==> config.mk <==
export PLATFORM = sky130hd
export DESIGN_NAME = bcd_stopwatch
export DESIGN_NICKNAME = d
export VERILOG_FILES = /design/src/rtl/stopwatch_pkg.sv /design/src/rtl/button_debounce.sv /design/src/rtl/bcd_stopwatch.sv
export SDC_FILE = /design/constraint.sdc
export NUM_CORES = 1
export LEC_CHECK = 0
export BUFFER_PORTS_ARGS = -buffer_cell sky130_fd_sc_hd__buf_2
export CAP_MARGIN = 30
export CORE_MARGIN = 2
export CORE_UTILIZATION = 48
export CTS_CLUSTER_DIAMETER = 50
export DETAILED_ROUTE_END_ITERATION = 16
export PLACE_DENSITY_LB_ADDON = 0.05
export SLEW_MARGIN = 0
export SYNTH_ARGS = -nofsm -noshare
export SYNTH_HDL_FRONTEND = slang
export SYNTH_SLANG_ARGS = --single-unit
==> constraint.sdc <==
create_clock -name clk -period 3.1 [get_ports clk]
set_clock_uncertainty 0.05 [all_clocks]
set_input_delay 0.155 -clock clk [delete_from_list [all_inputs] [get_ports clk]]
set_output_delay 0.155 -clock clk [all_outputs]
set_load 0.02 [all_outputs]
==> src/rtl/stopwatch_pkg.sv <==
// Shared types and constants for the MM:SS BCD stopwatch.
// Holds the digit limits, the run/stop state type and the BCD increment helper.
package stopwatch_pkg;

  localparam int unsigned BCD_W = 4;

  localparam logic [BCD_W-1:0] SEC_TENS_MAX = 4'd5;
  localparam logic [BCD_W-1:0] MIN_TENS_MAX = 4'd5;
  localparam logic [BCD_W-1:0] ONES_MAX     = 4'd9;
  localparam logic [BCD_W-1:0] BCD_ONE      = 4'd1;

  typedef enum logic {
    ST_STOP = 1'b0,
    ST_RUN  = 1'b1
  } state_t;

  typedef struct packed {
    logic [BCD_W-1:0] min_tens;
    logic [BCD_W-1:0] min_ones;
    logic [BCD_W-1:0] sec_tens;
    logic [BCD_W-1:0] sec_ones;
  } bcd_time_t;

  // One-second advance; 59:59 rolls over to 00:00.
  function automatic bcd_time_t bcd_inc(input bcd_time_t t);
    bcd_time_t r;
    r = t;
    if (t.sec_ones != ONES_MAX) begin
      r.sec_ones = t.sec_ones + BCD_ONE;
    end else begin
      r.sec_ones = '0;
      if (t.sec_tens != SEC_TENS_MAX) begin
        r.sec_tens = t.sec_tens + BCD_ONE;
      end else begin
        r.sec_tens = '0;
        if (t.min_ones != ONES_MAX) begin
          r.min_ones = t.min_ones + BCD_ONE;
        end else begin
          r.min_ones = '0;
          if (t.min_tens != MIN_TENS_MAX) begin
            r.min_tens = t.min_tens + BCD_ONE;
          end else begin
            r.min_tens = '0;
          end
        end
      end
    end
    return r;
  endfunction

endpackage

==> src/rtl/button_debounce.sv <==
// Raw button -> 2-FF synchroniser -> stability filter; press is a one-cycle pulse
// in the cycle the debounced level rises (2 sync + DEBOUNCE cycles after the raw edge).
module button_debounce #(
  parameter int unsigned DEBOUNCE = 240_000
) (
  input  logic clk,
  input  logic rst_n,
  input  logic btn_raw,
  output logic level,
  output logic press
);

  localparam int unsigned CNT_W = $clog2(DEBOUNCE + 1);

  logic             sync1_q, sync1_d;
  logic             sync2_q, sync2_d;
  logic [CNT_W-1:0] cnt_q, cnt_d;
  logic             level_q, level_d;
  logic             press_q, press_d;

  always_comb begin
    sync1_d = btn_raw;
    sync2_d = sync1_q;
    cnt_d   = '0;
    level_d = level_q;
    // Any sample agreeing with the current level restarts the stability window.
    if (sync2_q != level_q) begin
      if (cnt_q == CNT_W'(DEBOUNCE - 1)) begin
        level_d = sync2_q;
      end else begin
        cnt_d = cnt_q + CNT_W'(1);
      end
    end
    press_d = level_d & ~level_q;
  end

  always_ff @(posedge clk or negedge rst_n) begin
    if (!rst_n) begin
      sync1_q <= 1'b0;
      sync2_q <= 1'b0;
      cnt_q   <= '0;
      level_q <= 1'b0;
      press_q <= 1'b0;
    end else begin
      sync1_q <= sync1_d;
      sync2_q <= sync2_d;
      cnt_q   <= cnt_d;
      level_q <= level_d;
      press_q <= press_d;
    end
  end

  assign level = level_q;
  assign press = press_q;

endmodule

==> src/rtl/bcd_stopwatch.sv <==
// MM:SS stopwatch: debounced start/clear buttons, 1 Hz prescaler, packed-BCD output.
// Outputs are registered; new data and tick appear the cycle after a terminal count.
module bcd_stopwatch
  import stopwatch_pkg::*;
#(
  parameter int unsigned CLK_DIV  = 12_000_000,
  parameter int unsigned DEBOUNCE = 240_000
) (
  input  logic        clk,
  input  logic        rst_n,
  input  logic        btn_start,
  input  logic        btn_clear,
  output logic [15:0] data,
  output logic        running,
  output logic        tick
);

  localparam int unsigned PRE_W = $clog2(CLK_DIV);

  logic start_level, start_press;
  logic clear_level, clear_press;

  button_debounce #(.DEBOUNCE(DEBOUNCE)) u_start_db (
    .clk     (clk),
    .rst_n   (rst_n),
    .btn_raw (btn_start),
    .level   (start_level),
    .press   (start_press)
  );

  button_debounce #(.DEBOUNCE(DEBOUNCE)) u_clear_db (
    .clk     (clk),
    .rst_n   (rst_n),
    .btn_raw (btn_clear),
    .level   (clear_level),
    .press   (clear_press)
  );

  // Only the press pulses drive events; the debounced levels are left unused.
  logic unused_levels;
  assign unused_levels = start_level ^ clear_level;

  state_t           state_q, state_d;
  logic             running_q, running_d;
  logic [PRE_W-1:0] presc_q, presc_d;
  bcd_time_t        data_q, data_d;
  logic             tick_q, tick_d;
  logic             terminal;

  always_ff @(posedge clk or negedge rst_n) begin
    if (!rst_n) begin
      state_q <= ST_STOP;
    end else begin
      state_q <= state_d;
    end
  end

  always_comb begin
    state_d = state_q;
    if (start_press) begin
      state_d = (state_q == ST_RUN) ? ST_STOP : ST_RUN;
    end
  end

  always_comb begin
    running_d = (state_d == ST_RUN);
  end

  // Advance uses the pre-toggle state, so a stop on a terminal cycle still advances.
  always_comb begin
    terminal = (state_q == ST_RUN) && (presc_q == PRE_W'(CLK_DIV - 1));
    presc_d  = presc_q;
    data_d   = data_q;
    tick_d   = 1'b0;
    if (state_q == ST_RUN) begin
      presc_d = terminal ? '0 : presc_q + PRE_W'(1);
    end
    if (terminal) begin
      data_d = bcd_inc(data_q);
      tick_d = 1'b1;
    end
    if (clear_press) begin
      presc_d = '0;
      data_d  = '0;
      tick_d  = 1'b0;
    end
  end

  always_ff @(posedge clk or negedge rst_n) begin
    if (!rst_n) begin
      running_q <= 1'b0;
      presc_q   <= '0;
      data_q    <= '0;
      tick_q    <= 1'b0;
    end else begin
      running_q <= running_d;
      presc_q   <= presc_d;
      data_q    <= data_d;
      tick_q    <= tick_d;
    end
  end

  assign data    = data_q;
  assign running = running_q;
  assign tick    = tick_q;

endmodule
Word level (Yosys, flattened, before mapping)
Cells that the tools add are included.
{"block": "word_totals", "ff_bits": 86, "in_bits": 4}
{"block": "op_classes", "add_sub_neg": 7, "eq_ne": 12, "mux": 23, "bitwise": 4, "reduce_logical": 6}
{"operator": "$mux W18", "count": 4}
{"operator": "$mux W24", "count": 3}
{"operator": "$add A18 B1 Y18 const B", "count": 2}
{"operator": "$eq A18 B18 Y1 const B", "count": 2}
{"operator": "$mux W16", "count": 2}
{"operator": "$add A24 B1 Y24 const B", "count": 1}
{"operator": "$eq A24 B24 Y1 const B", "count": 1}
{"operator": "$mux W4", "count": 5}
{"operator": "$add A4 B1 Y4 const B", "count": 4}
{"operator": "$mux W12", "count": 1}
{"operator": "$mux W8", "count": 1}
{"operator": "$ne A4 B3 Y1 const B", "count": 2}
{"operator": "$ne A4 B4 Y1 const B", "count": 2}
{"operator": "$mux W1", "count": 7}
{"operator": "$ne A2 B1 Y1 const B", "count": 3}
{"operator": "$reduce_and A4 Y1", "count": 1}
{"operator": "$reduce_bool A2 Y1", "count": 2}
{"operator": "$reduce_and A3 Y1", "count": 1}
{"operator": "$and A1 B1 Y1", "count": 2}
{"operator": "$ne A1 B1 Y1", "count": 2}
{"operator": "$not A1 Y1", "count": 2}
{"operator": "$reduce_and A2 Y1", "count": 1}
{"operator": "$logic_and A1 B1 Y1", "count": 1}

Longest topological paths before layout
{"block": "logic_depth", "word_depth": 7, "depth_mapped": 8, "mapped_depth_nobuf": 7}

Modules after synthesis
From an unflattened synthesis, not the netlist that was laid out.
{"block": "hier_totals", "hier_cells": 467, "area_unflattened_um2": 4601.9}
{"module": "bcd_stopwatch", "n_inst": 1, "cells_each": 269, "area_each_um2": 2509.9, "seq_area_each_um2": 1051.0}
{"module": "button_debounce", "n_inst": 2, "cells_each": 99, "area_each_um2": 1046.0, "seq_area_each_um2": 550.5}

Worst setup path after synthesis
No wires, ideal clock.
{"block": "synth_timing", "kind": "register -> register", "from": "register, netlist name running", "to": "register data_q (netlist bit data[7])", "setup_ns": 0.077, "arrival_time_ns": 1.979, "t_required_ns": 2.973, "path_slack_ns": 0.994, "path_stages_with_launch": 7, "path_cell_list": "dfrtp_1 > buf_4 > nand2_2 > nor4_1 > nand4_2 > or4_1 > a21oi_1"}
{"element": "end signal, assigned", "line_no": "bcd_stopwatch.sv:98", "text": "data_q <= data_d;"}
{"element": "end, declared", "line_no": "bcd_stopwatch.sv:46", "text": "bcd_time_t data_q, data_d;"}

Worst setup path in the final report
{"block": "layout_timing", "from": "register presc_q[15]", "to": "register presc_q[21]"}
{"block": "layout_between", "elab_chain_len": 5, "elab_cells_between_ends": 6}
{"element": "start, declared", "line_no": "bcd_stopwatch.sv:45", "text": "logic [PRE_W-1:0] presc_q, presc_d;"}
{"element": "start signal, assigned", "line_no": "bcd_stopwatch.sv:97", "text": "presc_q <= presc_d;"}
{"element": "branches (longest 2 deep; another with $add A24 B1 Y24)"}
{"element": "$mux W24 *", "line_no": "bcd_stopwatch.sv:76", "text": "presc_d = terminal ? '0 : presc_q + PRE_W'(1);"}
{"element": "$mux W24 *", "line_no": "bcd_stopwatch.sv:75", "text": "if (state_q == ST_RUN) begin"}
{"element": "$mux W24 *", "line_no": "bcd_stopwatch.sv:82", "text": "if (clear_press) begin"}
Mark *: on every way between the ends. The select of a mux whose other input is x is not followed.
A chain may end at the register's enable or synchronous reset.

==> reports/results.txt <==
switch share: 24.08%
sequential area share after synthesis: 50.03%
row cnt: 34
Routed Antenna Nets: 0
critical path's slowest cell: nand2_1
Logic pwr share: 2.5%
Peak VDD IR: 0.2791 mV
Root Driver: clkbuf_8
achievable frequency: 0.4113 GHz
Nets: 471
Synth Net Count: 442
dominant cells by area after synthesis: dfrtp_1 (50%), xor2_1 (8.8%), nor2_1 (5.9%)
Overall Global Routing Usage: 18.29%
routed wire length: 8.356 mm
cts repair resizes: 0
later-pin clock latency in the skew report: 350 ps
Flop pwr share: 60.2%
Bufs on Longest Clock Path: 2
layout cells sized above 1: 11.96%
cell taking the most area after synthesis: dfrtp_1
wire per inst: 14.71 um
drt drc: 0
Pre-Repair DR Iteration Count: 4
kind of critical path: register to register
Yosys cell types: 57
count leader, synth: dfrtp_1
Initial Util: 49.33%
Mapped Cells: 427
Tot Pwr: 0.001889 W
period utilization: 78.44%
top-area cell type share of the netlist area: 50.03%
Internal Dissipation: 0.001434 W
Hold Violations, Final: 0
setup TNS: 0 ps
CTS HTree Levels: 3
Buf+Inv Stages, Crit Path: 0
LEAKAGE: 2.212 nW
Yosys warning count: 0
unrepaired setup endpoints after global routing: no
total core area: 8721 um^2
Worst path top cell family by delay: simple AND/OR/NAND/NOR gates
Async S/R FF share, synth: 100.0%
vias: 3,148
status: completed
max incr delay on CP: 610 ps
clock sink total: 86
final count of negative-setup-slack endpoints: 0
Worst-path clk slew: 90 ps
Top FF cell, synth: dfrtp_1
area grow syn2layout: 9.802%
Netlist Area Pre-Place: 4302 um^2
crit path launch type: register
Die Span Y: 98.67 um
Die Width: 98.67 um
clock share of power: 37.3%
Net Sw Power: 0.0004548 W
Power Density: 400.0 nW/um^2
initial antenna violation count: 0
DR iter-0 viols: 194
first-pass GRT wire length: 14.35 mm
Final Max Tran Viols: 0
Syn Area/Cell: 10.07 um^2
Worst EP required: 3250 ps
R2R Setup Slk: 670 ps
Antenna diodes: 0
crit-path max FO: 21
number of buffers created by CTS: 9
EDFF count, synth: 0
via-per-instance ratio: 5.542
DP HPWL: 5.749 mm
die area: 9735 um^2
Final min period: 2432 ps
Worst Path Arrival: 2580 ps
TritonCTS clock tree: yes
I/O pin total: 22
Hold Crit Class: register to register
largest net degree at the start of global routing: 68
Seq cells post-synth: 86
slew margin rel.: 43.49%
endpoint class of the critical path: register
crit-path cells: or4b_4, nor4_4, nand3_2, nand2_1, nor2_1
GRT Residual Overflow: 0
GP Congestion: 0.7776
vias in the first global route: 3,008
Worst-Margin Slew: 847.6 ps
Max-cap violations: 0
postcts setup bufs: 0
most frequent cells after synthesis: dfrtp_1 (86), nor2_1 (68), xor2_1 (43)
Port Buffers: 21
==> power groups by stage <==
stage,sequential [W],clock [W],combinational (W)
final,0.00114,0.000704,0.0000467
after global routing,0.00114,0.000776,0.0000547
after CTS,0.00114,0.000734,0.0000495
after detailed placement,0.00116,0,0.0000463
after global placement,0.00116,0,0.0000459
after floorplan,0.00116,0,0.0000153
==> cell usage in the layout (no fill, tap or decap), types with 2 or more instances in the layout <==
master	netlist	final
xnor2_1	12	12
mux2i_1	2	2
or3_1	5	5
nand3_1	25	25
dfrtp_1	86	86
o21ai_1	6	6
clkinvlp_4	0	3
clkbuf_8	0	9
nor3b_1	3	3
nand2_1	36	36
nor2_1	68	68
o41ai_1	4	4
ha_1	11	11
o21ai_0	6	6
o31ai_1	2	2
nand4_2	2	2
xor2_1	43	43
o2111ai_1	2	2
and4_1	4	4
nand4_1	17	17
or4b_4	2	2
dlygate4sd3_1	0	3
and3_1	12	12
buf_2	3	20
nand3b_1	2	2
nor3_1	6	6
inv_1	11	11
nor4_1	7	7
buf_4	1	5
nor2b_1	3	3
and2_1	2	2
a21oi_1	9	9
clkinv_4	0	2
nand3_2	2	2
mux2_2	2	2
or4_1	3	3
==> worst paths after layout <==
check / endpoint / from / cells past startpoint
setup / recovery: presc_q[21]$_DFFE_PN0P_ / presc_q[15]$_DFFE_PN0P_ / 5
hold / removal: u_start_db.sync2_q$_DFF_PN0_ / u_start_db.sync1_q$_DFF_PN0_ / 0
setup reg to reg: presc_q[21]$_DFFE_PN0P_ / presc_q[15]$_DFFE_PN0P_ / 5
hold reg to reg: u_start_db.sync2_q$_DFF_PN0_ / u_start_db.sync1_q$_DFF_PN0_ / 0
max in group asynchronous: presc_q[6]$_DFFE_PN0P_ / rst_n / 3
min in group asynchronous: data[13]$_DFFE_PN0P_ / rst_n / 2
==> stage by stage <==
stage                     hold WS, ps  instances  instance area (um^2)  setup slack [ps]  utilization [%]
after detailed placement        214.5        550                  4521             638.5            51.84
after global placement          217.4        550                  4521             748.2            51.84
after floorplan                -190.6        427                  4302             993.9                -
final                           299.9        568                  4723             668.4            54.16
after global routing            307.1        568                  4723             435.3            54.16
after CTS                       303.7        568                  4723             615.4            54.16
==> routing by layer <==
| layer | vias up | GRT usage, % | wire, um |
|---|---|---|---|
| met3 | 10 | 2.837 | 229 |
| met1 | 1528 | 26.91 | 4304 |
| met5 | - | 0 | 0 |
| li1 | 1551 | - | - |
| met4 | 0 | 7.165 | 133 |
| met2 | 59 | 27.37 | 3689 |
==> timing repair <==
item | in CTS | in global routing
hold endpoints to repair | 67 | 0
setup endpoints to repair | 0 | 0
hold buffers | 3 | 0
==> sequential cells by signal, indices dropped and copies added, names as in the netlist <==
| signal | cells |
|---|---|
| u_clear_db.cnt_q | 18 |
| data | 16 |
| u_start_db.cnt_q | 18 |
| u_start_db.level | 1 |
| tick | 1 |
| u_start_db.sync1_q | 1 |
| presc_q | 24 |
| u_clear_db.level | 1 |
| u_clear_db.press | 1 |
| u_clear_db.sync1_q | 1 |
| u_start_db.press | 1 |
| u_clear_db.sync2_q | 1 |
| u_start_db.sync2_q | 1 |
| running | 1 |
==> cell type report <==
cell class | count | area, um^2
multi-input combinational | 320 | 2054
inverter | 11 | 41.29
clock buffer | 9 | 123.9
fill | 789 | 3998
clock inverter | 6 | 48.80
timing repair buffer | 28 | 167.7
tap | 108 | 135.1
sequential | 86 | 2152
==> kinds of logic (layout without fill, tap and decap cells) <==
| group | Yosys count | count (layout) | share of synthesized area (%) |
|---|---|---|---|
| compound gates | 37 | 37 | 5.701 |
| buf+inv | 21 | 54 | 2.210 |
| simple gates | 213 | 213 | 26.67 |
| flops | 86 | 86 | 50.03 |
| fa+ha+maj | 11 | 11 | 3.199 |
| mux | 4 | 4 | 0.9889 |
| xor+xnor | 55 | 55 | 11.20 |
No activity file was read; power rests on OpenSTA's default activity.
